==> src/rtl/router_fsm.sv <==
// Packet router control FSM: decodes the header address, sequences FIFO writes,
// stalls on full FIFOs and handles parity and per-FIFO timeout resets.
module router_fsm (
  input  logic       clk,
  input  logic       rst,
  input  logic       pkt_valid,
  input  logic [1:0] din,
  input  logic       fifo_full,
  input  logic       fifo_empty_0,
  input  logic       fifo_empty_1,
  input  logic       fifo_empty_2,
  input  logic       soft_reset_0,
  input  logic       soft_reset_1,
  input  logic       soft_reset_2,
  input  logic       parity_done,
  input  logic       low_pkt_valid,
  output logic       detect_addr,
  output logic       lfd_state,
  output logic       ld_state,
  output logic       full_state,
  output logic       laf_state,
  output logic       rst_int_reg,
  output logic       write_enb_reg,
  output logic       busy
);

  typedef enum logic [2:0] {
    StDecodeAddress,
    StLoadFirstData,
    StLoadData,
    StFifoFullState,
    StLoadAfterFull,
    StLoadParity,
    StCheckParityError,
    StWaitTillEmpty
  } state_e;

  state_e     state_q, state_d;
  logic [1:0] addr_q;
  logic [1:0] sel;
  logic       empty_sel;
  logic       soft_sel;

  // The header byte selects the FIFO while decoding; the latched address afterwards.
  always_comb begin
    sel       = (state_q == StDecodeAddress) ? din : addr_q;
    empty_sel = 1'b0;
    soft_sel  = 1'b0;
    case (sel)
      2'd0: begin
        empty_sel = fifo_empty_0;
        soft_sel  = soft_reset_0;
      end
      2'd1: begin
        empty_sel = fifo_empty_1;
        soft_sel  = soft_reset_1;
      end
      2'd2: begin
        empty_sel = fifo_empty_2;
        soft_sel  = soft_reset_2;
      end
      default: ;
    endcase
  end

  always_comb begin
    state_d = state_q;
    if (soft_sel) begin
      state_d = StDecodeAddress;
    end else begin
      case (state_q)
        StDecodeAddress: begin
          if (pkt_valid && din != 2'd3) begin
            state_d = empty_sel ? StLoadFirstData : StWaitTillEmpty;
          end
        end
        StWaitTillEmpty: if (empty_sel) state_d = StLoadFirstData;
        StLoadFirstData: state_d = StLoadData;
        StLoadData: begin
          if (fifo_full)       state_d = StFifoFullState;
          else if (!pkt_valid) state_d = StLoadParity;
        end
        StFifoFullState: if (!fifo_full) state_d = StLoadAfterFull;
        StLoadAfterFull: begin
          if (parity_done)        state_d = StDecodeAddress;
          else if (low_pkt_valid) state_d = StLoadParity;
          else                    state_d = StLoadData;
        end
        StLoadParity:       state_d = StCheckParityError;
        StCheckParityError: state_d = fifo_full ? StFifoFullState : StDecodeAddress;
        default:            state_d = StDecodeAddress;
      endcase
    end
  end

  // Outputs are registered from the next state so they always match state_q.
  always_ff @(posedge clk or negedge rst) begin
    if (!rst) begin
      state_q       <= StDecodeAddress;
      addr_q        <= 2'd0;
      detect_addr   <= 1'b1;
      lfd_state     <= 1'b0;
      ld_state      <= 1'b0;
      full_state    <= 1'b0;
      laf_state     <= 1'b0;
      rst_int_reg   <= 1'b0;
      write_enb_reg <= 1'b0;
      busy          <= 1'b0;
    end else begin
      state_q <= state_d;
      if (state_q == StDecodeAddress && pkt_valid) addr_q <= din;
      detect_addr   <= (state_d == StDecodeAddress);
      lfd_state     <= (state_d == StLoadFirstData);
      ld_state      <= (state_d == StLoadData);
      full_state    <= (state_d == StFifoFullState);
      laf_state     <= (state_d == StLoadAfterFull);
      rst_int_reg   <= (state_d == StCheckParityError);
      write_enb_reg <= (state_d == StLoadData) || (state_d == StLoadParity) ||
                       (state_d == StLoadAfterFull);
      busy          <= !((state_d == StDecodeAddress) || (state_d == StLoadData));
    end
  end

endmodule

==> config.mk <==
export PLATFORM = sky130hd
export DESIGN_NAME = router_fsm
export DESIGN_NICKNAME = d
export VERILOG_FILES = /design/src/rtl/router_fsm.sv
export SDC_FILE = /design/constraint.sdc
export NUM_CORES = 1
export LEC_CHECK = 0
export ABC_AREA = 1
export CAP_MARGIN = 25
export CORE_MARGIN = 3
export CORE_UTILIZATION = 49
export DETAILED_ROUTE_END_ITERATION = 8
export GPL_TIMING_DRIVEN = 1
export PLACE_DENSITY = 0.81
export SLEW_MARGIN = 10
export SYNTH_ARGS = -nofsm -noshare
export SYNTH_HDL_FRONTEND = slang
export SYNTH_SLANG_ARGS = --single-unit
==> constraint.sdc <==
create_clock -name clk -period 2.8 [get_ports clk]
set_input_delay 0.56 -clock clk [delete_from_list [all_inputs] [get_ports clk]]
set_output_delay 0.56 -clock clk [all_outputs]
set_load 0.02 [all_outputs]
## Word-level counts from Yosys, hierarchy flattened

Cells that the tools add are included.

- Word-level logic and storage cells: 49
- Register bits: 13

- Reduce and logical (&&, ||, !) cells: 9
- Eq/ne operators: 16
- Muxes and demuxes: 14

Operator list:

| operator | number |
|---|---|
| 2-to-1 mux 3 bit | 9 |
| one-hot mux 3 bit (8 select lines) | 1 |
| == test 3 bit, second input constant | 7 |
| == test 3 x 2 -> 1 bit, second input constant | 4 |
| == test 3 x 1 -> 1 bit, second input constant | 2 |
| zero test 3 bit | 2 |
| one-hot mux 1 bit (3 select lines) | 2 |
| 2-to-1 mux 2 bit | 2 |
| logical OR 1 bit | 3 |
| == test 2 x 1 -> 1 bit, second input constant | 1 |
| == test 2 bit, second input constant | 1 |
| logical AND 1 bit | 2 |
| zero test 2 bit | 1 |
| != test 2 bit, second input constant | 1 |
| zero test 1 bit | 1 |

## Depth between registers and ports, before layout

- Word-level depth: 11
- Mapped depth: 11
- Depth with buffers taken out: 11

## Worst setup path after synthesis

OpenSTA, ideal clock, no wires.

- Path type: reg2reg
- From: reg state_q[1]
- To: reg write_enb_reg
- Clock period less this slack: 1.542 ns
- Path buffers: 0
- Data required time: 2.681 ns
- Stages on the path, launching flop included: 11
- Arrival: 1.422 ns
- Setup slack: 1.258 ns
- Path through: dfrtp_1 nor2_4 nand2_4 nand2_2 nand2_2 nand3_1 nand3_2 o21bai_2 nand3_2 nand3_1 nand2_1

- Cells in the longest elaborated chain, start to end: 11
- Elaborated cells between the ends (all ways): 27
- Those cells by class: eq/ne: 12; mux: 11; reduce/logical: 4

Ends and longest elaborated chain:

| item | line | text |
|---|---|---|
| from (decl) | 38 | `state_e state_q, state_d;` |
| from (signal assigned) | 99 | `state_q <= StDecodeAddress;` |
| from (signal assigned) | 110 | `state_q <= state_d;` |
| zero test 3 bit | 46, 71 |  |
| 2-to-1 mux 2 bit | 46 | `sel = (state_q == StDecodeAddress) ? din : addr_q;` |
| == test 2 bit (tied with other cells) | 49 | `case (sel)` |
| one-hot mux 1 bit (3 select lines) | 49 |  |
| 2-to-1 mux 3 bit | 74 | `state_d = empty_sel ? StLoadFirstData : StWaitTillEmpty;` |
| 2-to-1 mux 3 bit | 73 | `if (pkt_valid && din != 2'd3) begin` |
| one-hot mux 3 bit (8 select lines) | 71 | `case (state_q)` |
| 2-to-1 mux 3 bit (*) | 68 | `if (soft_sel) begin` |
| == test 3 x 2 -> 1 bit / == test 3 bit (equally long branches) | 118 | `write_enb_reg <= (state_d == StLoadData) \|\| (state_d == StLoadParity) \|\|` |
| logical OR 1 bit | 118 |  |
| logical OR 1 bit (*) | 118 |  |
| to (signal assigned) | 118 |  |
| to (decl) | 23 | `output logic write_enb_reg,` |

Every way passes the cells marked *; elsewhere a longest branch is shown, timed or not.
A chain may end at the register's enable or synchronous reset.

## Final worst setup path

- From: reg detect_addr
- To: out detect_addr

RTL lines:

| item | line | text |
|---|---|---|
| from (decl) | 17 | `output logic detect_addr,` |
| from (signal assigned) | 112 | `detect_addr <= (state_d == StDecodeAddress);` |

No word-level cell between the ends.

==> impl_metrics.yaml <==
status:
  status: "complete, no violations"
cells_and_area:
  antenna_cells: 0
  largest_registers: "state_q (3), addr_q (2)"
  fin_area_mm2: 0.00105
  nets: 142
  largest_register_ffs: 3
  largest_register: "state_q"
  area_growth_pct: 32.2
  drive_above_1_share_pct: 17.3
critical_path:
  end_kind: "primary output"
  crit_chain: "clkdlybuf4s50_1"
  crit_family: "buffers and inverters"
  worst_setup_path_start_kind: "register"
  rr_worst_depth: 10
  slowest_delay_ns: 0.60
  slowest_stage: "clkdlybuf4s50_1"
  r2r_start: "state_q[0]"
  reg2reg_to: "write_enb_reg"
  r2r_slack_ns: 1.02
  cp.required_ns: 2.24
  crit_buf_inv: 1
  worst-path-max-fanout: 1
  cp.arrival_ns: 1.39
  crit_type: "reg2out"
routing:
  wire_per_inst_um: 12.3
  drt-total-wl_um: 1750
  first_pass_iters: 4
  post_drt_via_cell_ratio: 5.27
  remaining_drc_errors: 0
  drt_iter0_drc: 11
  num_vias: 748
  ant_nets: 0
logic_synthesis:
  yosys.area.top_type_share_pct: 37.9
  synth.avg_cell_area_um2: 7.76
  synth_nets: 116
  syn_inst: 102
  synth.ff_latch_count: 13
  synth_largest_area_cell: "dfrtp_1"
  synthTopCellsByArea: "dfrtp_1, nand2_1, nand3_1, inv_1, nor2_4"
  netlist_area_um2: 792
  ys_seq_area_share_pct: 41.2
  yosysUniqueCellTypes: 23
  synth_warnings: 0
cts:
  numClockSinks: 13
  post_cts.resized_instances: 0
  cts_buffers: 3
  cts_tree: "done"
  cts_hold_buffers: 0
  clock_latency_ns: 0.27
  h-tree-depth: 1
  clockBufferDepth: 2
  cts_root_buf: "clkbuf_4"
  cts.clk_slew.worst_paths_ns: 0.07
  cts_setup_buffers: 0
floorplanning:
  die_width_um: 46.2
  initial_core_util_pct: 56.6
  core_mm2: 0.00140
  row_count: 13
  io_pins: 22
  die_h_um: 46.2
  dieArea_mm2: 0.00213
sta:
  setup_tns_ns: 0
  slew_viol_final: 0
  finClkSkew_ns: 0.00563
  slew_headroom_pct: 62.8
  setup_viol: 0
  rsz0062_at_grt: "false"
  worstMarginPinSlew_ns: 0.556
  hold_slack_ns: 0.522
  max_freq_mhz: 514
  hold_viol_final: 0
  final.period_utilization_pct: 69.5
  min_period_ns: 1.95
worst_hold_path:
  worstHoldStart: "addr_q[0]"
  min_path_type: "reg2reg"
  worstHoldEndpoint: "addr_q[0]"
  holdPathStages: 2
global_routing:
  gr-total-overflow: 0
  grt_pass1_wl_um: 2880
  grt_pass1_vias: 686
  grt_max_degree: 14
  grtUsageTotal_pct: 19.3
  antenna_found_initial: 0
power_and_ir_drop:
  p_leak_nw: 0.522
  powerDensity_mw_per_mm2: 1210
  total_power_mw: 1.27
  peakVddDrop_mv: 0.673
placement:
  port_buffers: 21
  gp_congestion: 0.818
  hpwl_um: 1430
  placed_area_mm2: 0.00102
flow_run:
  cap_violations: 0
[cells in the final DEF (no fill, tap or decap), types with 2 or more instances in the layout]
cell	count
a21oi_1	2
clkbuf_4	3
clkdlybuf4s50_1	21
dfrtp_1	12
inv_1	13
inv_2	3
nand2_1	23
nand2_2	5
nand3_1	13
nand3_2	2
nand4_1	3
nor2_1	8
nor2_4	3
o21ai_0	4
[final cells by class]
class                           instances  area [um^2]
Multi-Input combinational cell         73          405
Fill cell                             115          352
Sequential cell                        13          327
Timing Repair Buffer                   21          210
Inverter                               16         60.1
Clock buffer                            4         26.3
Tap cell                               15         18.8
[logic make-up after synthesis]
family | count (synthesis) | share of synthesized area, %
and+or+nand+nor | 61 | 41.5
AOI/OAI and AO/OA | 12 | 9.64
DFF | 13 | 41.2
buffers and inverters | 16 | 7.58
[worst max path at each step]
stage / startpoint / endpoint / cells past startpoint
after global placement: fifo_full / detect_addr / 8
after global routing: detect_addr / detect_addr / 1
final: detect_addr / detect_addr / 1
after detailed placement: din[1] / write_enb_reg / 10
after CTS: detect_addr / detect_addr / 1
after floorplan: state_q[1] / write_enb_reg / 10
[report_power, final]
| part | internal, mW | switching (mW) | leakage (nW) |
|---|---|---|---|
| Combinational | 0.302 | 0.523 | 0.341 |
| Clock | 0.0552 | 0.0536 | 0.0150 |
| Sequential | 0.276 | 0.0578 | 0.166 |
| Total | 0.633 | 0.634 | 0.522 |
[metrics by stage]
stage	util (%)	setup WS, ns	instances
finish	74.9	0.854	142
global route	74.9	0.815	142
CTS	74.9	0.840	142
detailed placement	73.0	0.692	138
global placement	73.0	0.735	138
floorplan	-	1.26	102
[layer usage]
metal	track usage, %	part of all wire (%)
met1	22.7	46
met4	3.41	0.34
met3	7.81	4.7
met2	33.0	49
met5	0	0
[cell usage after synthesis]
cell      instances
nor2_4            3
nor3_2            1
dfrtp_1          12
nand4_1           3
o21bai_1          1
o21ai_1           1
nand3_2           2
o21ai_2           1
a31oi_1           1
a211oi_1          1
nand2_2           5
inv_2             3
nor2_1            8
nand3_1          13
o21ai_0           4
o21bai_2          1
nor3_1            1
nand2_4           1
nand2_1          23
nand3_4           1
a21oi_1           2
inv_1            13
dfstp_2           1
(Power assumes the default switching activity.)
